$ cat config.mk
export PLATFORM = sky130hd
export DESIGN_NAME = decode_stage_hz
export DESIGN_NICKNAME = d
export VERILOG_FILES = /design/src/rtl/decode_stage_hz.sv
export SDC_FILE = /design/constraint.sdc
export NUM_CORES = 1
export LEC_CHECK = 0
export BUFFER_PORTS_ARGS = -buffer_cell sky130_fd_sc_hd__buf_2
export CORE_MARGIN = 2
export CORE_UTILIZATION = 38
export CTS_CLUSTER_SIZE = 40
export DETAILED_ROUTE_END_ITERATION = 10
export PLACE_DENSITY_LB_ADDON = 0.3
export REMOVE_ABC_BUFFERS = 1
export SLEW_MARGIN = 20
export SYNTH_ARGS = -nofsm -noshare
export SYNTH_HDL_FRONTEND = slang
export SYNTH_SLANG_ARGS = --single-unit
$ cat constraint.sdc
create_clock -name clk -period 2.64 [get_ports clk]
set_input_delay 0.132 -clock clk [delete_from_list [all_inputs] [get_ports clk]]
set_output_delay 0.132 -clock clk [all_outputs]
set_load 0.02 [all_outputs]
$ cat src/rtl/decode_stage_hz.sv
// decode_stage_hz
// Decode stage of the pipelined RISC core: architectural register file with a
// write-through write-back port, opcode decoder, load-use hazard detection and
// the ID/EX pipeline register. Two-word LDM (load immediate) is sequenced by a
// small FSM that captures the destination from the first word and the
// immediate from the second.
//
// Ports
//   clk, rst          clock (rising edge), asynchronous active-low reset
//   if_valid          fetch presents a word on instruction
//   instruction       fetched word
//   flush             kill decode contents (branch taken in EX)
//   wb_reg_write      write-back enable, with wb_addr / wb_data
//   stall             fetch must hold its current word (combinational)
//   ex_*              ID/EX pipeline register outputs
//
// FSM states
//   state    | meaning
//   IDLE     | decoding ordinary instructions
//   WAIT_IMM | LDM seen, next valid word is its immediate

module decode_stage_hz #(
    parameter int WIDTH      = 16,
    parameter int N_REGS     = 8,
    parameter int INST_WIDTH = 16,
    localparam int REG_AW    = $clog2(N_REGS)
) (
    input  logic                  clk,
    input  logic                  rst,
    input  logic                  if_valid,
    input  logic [INST_WIDTH-1:0] instruction,
    input  logic                  flush,
    input  logic                  wb_reg_write,
    input  logic [REG_AW-1:0]     wb_addr,
    input  logic [WIDTH-1:0]      wb_data,
    output logic                  stall,
    output logic                  ex_valid,
    output logic [2:0]            ex_alu_op,
    output logic                  ex_reg_write,
    output logic                  ex_mem_read,
    output logic                  ex_mem_write,
    output logic                  ex_mem_to_reg,
    output logic                  ex_alu_src_imm,
    output logic [REG_AW-1:0]     ex_rd,
    output logic [REG_AW-1:0]     ex_rs1,
    output logic [REG_AW-1:0]     ex_rs2,
    output logic [WIDTH-1:0]      ex_rdata1,
    output logic [WIDTH-1:0]      ex_rdata2,
    output logic [WIDTH-1:0]      ex_imm
);

    localparam logic [4:0] OP_LDD = 5'd8;
    localparam logic [4:0] OP_STD = 5'd9;
    localparam logic [4:0] OP_LDM = 5'd10;

    typedef enum logic {
        IDLE     = 1'b0,
        WAIT_IMM = 1'b1
    } state_t;

    typedef struct packed {
        logic              valid;
        logic [2:0]        alu_op;
        logic              reg_write;
        logic              mem_read;
        logic              mem_write;
        logic              mem_to_reg;
        logic              alu_src_imm;
        logic [REG_AW-1:0] rd;
        logic [REG_AW-1:0] rs1;
        logic [REG_AW-1:0] rs2;
        logic [WIDTH-1:0]  rdata1;
        logic [WIDTH-1:0]  rdata2;
        logic [WIDTH-1:0]  imm;
    } idex_t;

    state_t            state_q, state_d;
    logic [REG_AW-1:0] ldm_rd_q, ldm_rd_d;
    idex_t             idex_q, idex_d, dec;

    logic [WIDTH-1:0]  regs [N_REGS];
    logic [WIDTH-1:0]  rd1, rd2, imm_sext;
    logic [4:0]        opcode;
    logic [REG_AW-1:0] f_rd, f_rs1, f_rs2;
    logic              uses_rs1, uses_rs2, is_ldm, hazard;

    assign opcode   = instruction[INST_WIDTH-1 -: 5];
    assign f_rd     = instruction[INST_WIDTH-6 -: REG_AW];
    assign f_rs1    = instruction[INST_WIDTH-6-REG_AW -: REG_AW];
    assign f_rs2    = instruction[INST_WIDTH-6-2*REG_AW -: REG_AW];
    assign imm_sext = WIDTH'($signed(instruction));

    // Register file; a same-cycle write-back is forwarded to the read ports.
    always_ff @(posedge clk or negedge rst) begin
        if (!rst) begin
            for (int i = 0; i < N_REGS; i++) regs[i] <= '0;
        end else if (wb_reg_write) begin
            regs[wb_addr] <= wb_data;
        end
    end

    assign rd1 = (wb_reg_write && wb_addr == f_rs1) ? wb_data : regs[f_rs1];
    assign rd2 = (wb_reg_write && wb_addr == f_rs2) ? wb_data : regs[f_rs2];

    always_comb begin
        dec        = '0;
        uses_rs1   = 1'b0;
        uses_rs2   = 1'b0;
        is_ldm     = 1'b0;
        dec.valid  = 1'b1;
        dec.rd     = f_rd;
        dec.rs1    = f_rs1;
        dec.rs2    = f_rs2;
        dec.rdata1 = rd1;
        dec.rdata2 = rd2;
        dec.imm    = imm_sext;
        if (opcode >= 5'd1 && opcode <= 5'd7) begin
            dec.alu_op    = opcode[2:0];
            dec.reg_write = 1'b1;
            uses_rs1      = 1'b1;
            uses_rs2      = 1'b1;
        end else if (opcode == OP_LDD) begin
            dec.mem_read   = 1'b1;
            dec.mem_to_reg = 1'b1;
            dec.reg_write  = 1'b1;
            uses_rs1       = 1'b1;
        end else if (opcode == OP_STD) begin
            dec.mem_write = 1'b1;
            uses_rs1      = 1'b1;
            uses_rs2      = 1'b1;
        end else if (opcode == OP_LDM) begin
            is_ldm = 1'b1;
        end
    end

    // Hazard only exists in IDLE: the LDM immediate word is never decoded.
    assign hazard = (state_q == IDLE) && if_valid && idex_q.valid && idex_q.mem_read &&
                    ((uses_rs1 && idex_q.rd == f_rs1) || (uses_rs2 && idex_q.rd == f_rs2));
    assign stall  = hazard && !flush;

    always_comb begin
        state_d  = state_q;
        ldm_rd_d = ldm_rd_q;
        idex_d   = '0;
        if (flush) begin
            state_d  = IDLE;
            ldm_rd_d = '0;
        end else begin
            case (state_q)
                IDLE: begin
                    if (if_valid) begin
                        if (is_ldm) begin
                            ldm_rd_d = f_rd;
                            state_d  = WAIT_IMM;
                        end else if (!hazard) begin
                            idex_d = dec;
                        end
                    end
                end
                WAIT_IMM: begin
                    if (if_valid) begin
                        idex_d.valid       = 1'b1;
                        idex_d.rd          = ldm_rd_q;
                        idex_d.reg_write   = 1'b1;
                        idex_d.alu_src_imm = 1'b1;
                        idex_d.imm         = imm_sext;
                        state_d            = IDLE;
                    end
                end
                default: state_d = IDLE;
            endcase
        end
    end

    always_ff @(posedge clk or negedge rst) begin
        if (!rst) begin
            state_q  <= IDLE;
            ldm_rd_q <= '0;
            idex_q   <= '0;
        end else begin
            state_q  <= state_d;
            ldm_rd_q <= ldm_rd_d;
            idex_q   <= idex_d;
        end
    end

    assign ex_valid       = idex_q.valid;
    assign ex_alu_op      = idex_q.alu_op;
    assign ex_reg_write   = idex_q.reg_write;
    assign ex_mem_read    = idex_q.mem_read;
    assign ex_mem_write   = idex_q.mem_write;
    assign ex_mem_to_reg  = idex_q.mem_to_reg;
    assign ex_alu_src_imm = idex_q.alu_src_imm;
    assign ex_rd          = idex_q.rd;
    assign ex_rs1         = idex_q.rs1;
    assign ex_rs2         = idex_q.rs2;
    assign ex_rdata1      = idex_q.rdata1;
    assign ex_rdata2      = idex_q.rdata2;
    assign ex_imm         = idex_q.imm;

endmodule

After elaboration in Yosys (flattened, before gate mapping)
Cells that the tools add are included.

storage, ports and cells
  flip-flop bits (word level) = 198
  input bits = 40
  word-level logic and storage cells = 105

cells by class
  reductions and logical operators = 16
  $lt $le $gt $ge = 6
  mux-type cells = 48
  bitwise gates (word level) = 4
  equality and inequality tests = 8

operators by type and width
  kind                number
  $mux 66             4
  $bwmux 128          1
  $mux 16             8
  $bmux 16 s3         2
  $demux 16 s3        1
  $mux 38             1
  $pmux 16 s2         1
  $mux 3              8
  $mux 1              16
  $eq 5x4->1 const B  3
  $eq 3x3->1          4
  $ge 4x4->1 const B  3
  $not 3->4           3
  $logic_and 1x1->1   11
  $pmux 4 s2          1
  $pmux 1 s2          3
  $ge 5x1->1 const B  1
  $le 5x3->1 const B  1
  $lt 4x1->1 const B  1
  $mux 4              1
  $reduce_bool 2->1   2
  $reduce_and 3->1    1
  $mux 2              1
  $ne 2x2->1 const B  1
  3 further kinds     3

Longest topological paths before layout
  word-level depth = 12
  gate-level depth with buffers = 7

Worst setup path before layout
No wires, ideal clock.

  path type = register to output
  from = register idex_q (netlist bit ex_mem_read)
  to = output stall
  arrival time = 1.551 ns
  buffers on the path = 0
  path slack = 0.957 ns
  cell stages (with the launch flop) = 5
  cells stage by stage = dfrtp_1 > and4b_1 > o2111ai_4 > a21oi_1 > nor2b_1

on the way
  word-level cells in the longest chain between the ends = 3

RTL lines
  item                            line  source
  from (decl)                     79    idex_t idex_q, idex_d, dec;
  from (signal assigned)          183   idex_q <= idex_d;
  $logic_and 1x1->1 (2 in a row)  137   assign hazard = (state_q == IDLE) && if_valid && idex_q.valid && idex_q.mem_read &&
  $logic_and 1x1->1               139   assign stall = hazard && !flush;
  to (decl)                       36    output logic stall,

Every way passes these cells.

Final worst setup path
  from = register state_q
  to = output stall

on the way
  word-level cells in the longest chain between the ends = 6

RTL lines
  item                            line  source
  from (decl)                     77    state_t state_q, state_d;
  from (signal assigned)          181   state_q <= state_d;
  $not 1->1                       -
  $logic_and 1x1->1 (4 in a row)  137
  $logic_and 1x1->1               139

Every way passes these cells.

==> summary.txt <==
Outcome
  • Status: complete, no violations

Floorplanning
  • Core area: approximately 0.026 mm2
  • Io pins: around 110
  • Die height: about 170 um
  • Cell Rows: 59
  • DIE AREA: approximately 0.028 mm2
  • Initial Utilization: 0.385
  • Die Wd: between 150 and 200 um

Synthesis
  • Avg Inst Size Synth: 14.9 um2
  • EDFF count, synth: 0
  • Synthesized area: 0.0100 mm2
  • Mapped Cells: 673
  • Synthesis warning total: 0
  • #FFs+latches synth: a little under 200
  • Area leader, netlist: dfrtp_1
  • Synth top area share: 0.493
  • Sequential element share of the synthesized area: 0.493
  • Synth area leaders: dfrtp_1, mux2_2, mux4_2
  • Post-synth top flop: dfrtp_1
  • Library cells used by synthesis: 43
  • Async S/R FF share, synth: 1.00

Clock network
  • CTS tree: done
  • Clock buffer count from CTS: 17
  • CTS Root Cell: clkbuf_16
  • CTS sink cnt: between 150 and 200
  • Post-CTS Resized: 0
  • H-Tree Depth: 4
  • Worst-Skew Late Latency: ~0.44 ns
  • Clock Pin Slew Worst Setup and Hold Paths: ~0.070 ns
  • Clock Path Buffers: 2

Placed design
  • Final RePlAce weighted congestion: 0.818
  • Port buffer count: 106
  • Placed cell count: roughly 1100
  • Dpl hpwl: about 16 mm

Final layout
  • Synthesis-to-layout area growth: 15.1%
  • Ant. Diodes: 0
  • Area of the multi-input gates: 0.00464 mm2
  • Most common cell after layout, fill and taps aside: dfrtp_1
  • Layout fillers: between 2000 and 2500
  • Finished Layout Cells: ~1100
  • Final net count: 803
  • Storage cell area: approximately 0.0049 mm2
  • Share of layout cells above drive strength 1: 0.521
  • Most frequent cells in the layout: dfrtp_1, mux2_2, buf_2

Drt
  • 1st-iter DRT viols: 492
  • Avg Vias per Cell: roughly 5.6
  • Drt pass-1 iters: 5
  • Post-Route WL: ~25 mm
  • Final ANT Viol Nets: 0
  • Via Count: a little over 6000
  • Drt drc: 0
  • WL per Instance: ~23 um

Timing
  • Final Setup Violations: 0
  • Setup TNS: 0 ns
  • Fin. Hold Viols: 0
  • Least-Margin Pin Slew: ~0.8 ns
  • RSZ-0062 raised after global routing: no
  • Fmax achieved: 0.441 GHz
  • Setup Skew: roughly 0.01 ns
  • Fin. max-slew vios: 0
  • Final min period: ~2.3 ns
  • Final Cycle Share: 0.858
  • Max-slew headroom: 0.455

Critical path
  • Crit Path Max Fanout: 7
  • WP data required: 2.51 ns
  • Critical Path AT: approximately 2.1 ns
  • Critical Path Source Type: flip-flop
  • Critical Path Sink Type: output port
  • Critical path class: flip-flop to output port

Global route
  • Largest net degree at the start of global routing: 80
  • Total congestion overflow: 0
  • GRT Util Overall: 0.184
  • Vias in the first global route: around 6300
  • First-pass GRT wire length: about 39 mm
  • Antenna violations before repair: 2

Job
  • Max_cap viols: 0

Pwr
  • Final total power: 8.43 mW
  • Leak: between 5 and 6 nW
  • Maximum VDD drop: 370 uV
  • Power Density: 732 mW/mm2

Hold path
  • Worst Hold Class: primary input to flip-flop
## path summary, 6_finish.rpt
check | startpoint | to | slack [ns] | cells after the start
worst max-delay path | state_q | stall | 0.37 | 5
worst min-delay path | instruction[14] | ex_imm[14] | 0.03 | 3
worst max register to register | ex_rd[0] | ex_rs2[1] | 0.71 | 5
worst min register to register | ldm_rd_q[2] | ex_rd[2] | 0.51 | 2
max in group asynchronous | rst | ex_rdata1[11] | 1.53 | 3
min in group asynchronous | rst | ex_rs2[1] | 0.29 | 2
## per-layer routing
layer	global-route usage	share of wire	vias to the layer above	wire [um]
met3	0.0357	0.051	16	1280
met2	0.286	0.47	187	11800
met5	0	0.00064	-	16
met1	0.274	0.47	3287	11700
met4	0.0349	0.0079	2	198
li1	-	-	2736	-
## power by group
part	leakage [nW]	switching, mW	internal, mW
logic	2.37	0.721	1.03
registers	2.47	0.359	3.52
clock network	0.300	1.16	1.64
total	5.14	2.24	6.20
## cells in the mapped netlist, types with 3 or more instances
library cell	instances
a211oi_1	51
buf_1	5
buf_2	16
buf_4	9
buf_6	9
clkbuf_1	28
dfrtp_1	197
inv_1	15
mux2_2	160
mux2i_1	35
mux4_2	64
nand2_1	7
nand3_1	7
nand4_2	3
nand4b_1	4
nor2_1	11
nor3_1	3
o2111ai_1	3
xnor2_1	12
## logic make-up (layout without fill, tap and decap cells)
| family | Yosys count | after routing | synth area share |
|---|---|---|---|
| XOR/XNOR | 12 | 12 | 0.0105 |
| multiplexers | 259 | 259 | 0.359 |
| buffers and inverters | 84 | 186 | 0.0436 |
| AND/OR/NAND/NOR | 53 | 53 | 0.0344 |
| AO/OA/AOI/OAI | 68 | 68 | 0.0595 |
| flip-flops | 197 | 197 | 0.493 |
## registers in the layout, indices dropped and copies added (netlist names)
| name | cells |
|---|---|
| regs | 128 |
| ex_imm | 16 |
| ex_rdata1 | 16 |
| ex_rdata2 | 16 |
| ex_alu_op | 3 |
| ex_rd | 3 |
| ex_rs1 | 3 |
| ex_rs2 | 3 |
| ldm_rd_q | 3 |
| ex_alu_src_imm | 1 |
| ex_mem_read | 1 |
| ex_mem_write | 1 |
| ex_reg_write | 1 |
| ex_valid | 1 |
| state_q | 1 |
## stage by stage
step                instance area (um2)  utilization  hold slack [ns]  setup WS (ns)
detailed placement                10800        0.416            0.215          0.522
finish                            11500        0.443           0.0269          0.374
global route                      11500        0.443           0.0243          0.237
CTS                               11500        0.443           0.0116          0.360
floorplan                          9630            -           -0.164          0.588
global placement                  10800        0.416            0.211          0.591
## critical path, cell delays in order, from the launching register on
cell,delay [ns]
dfrtp_1,0.42
and4b_1,0.31
o2111ai_4,0.22
a21oi_1,0.41
nor2b_1,0.18
buf_2,0.17
## what timing repair did
item	CTS	global route
setup endpoints to repair	0	0
endpoints found under the hold margin	85	0
hold buffers	7	0
buffers inserted	0	0
## layout make-up
type                            count  share of cell area
Timing Repair Buffer              138              0.0725
Sequential cell                   197               0.428
Tap cell                          335              0.0364
Multi-Input combinational cell    392               0.403
Inverter                           17             0.00554
Clock inverter                     10              0.0148
Clock buffer                       21              0.0400
No activity file was read; power rests on OpenSTA's default activity.
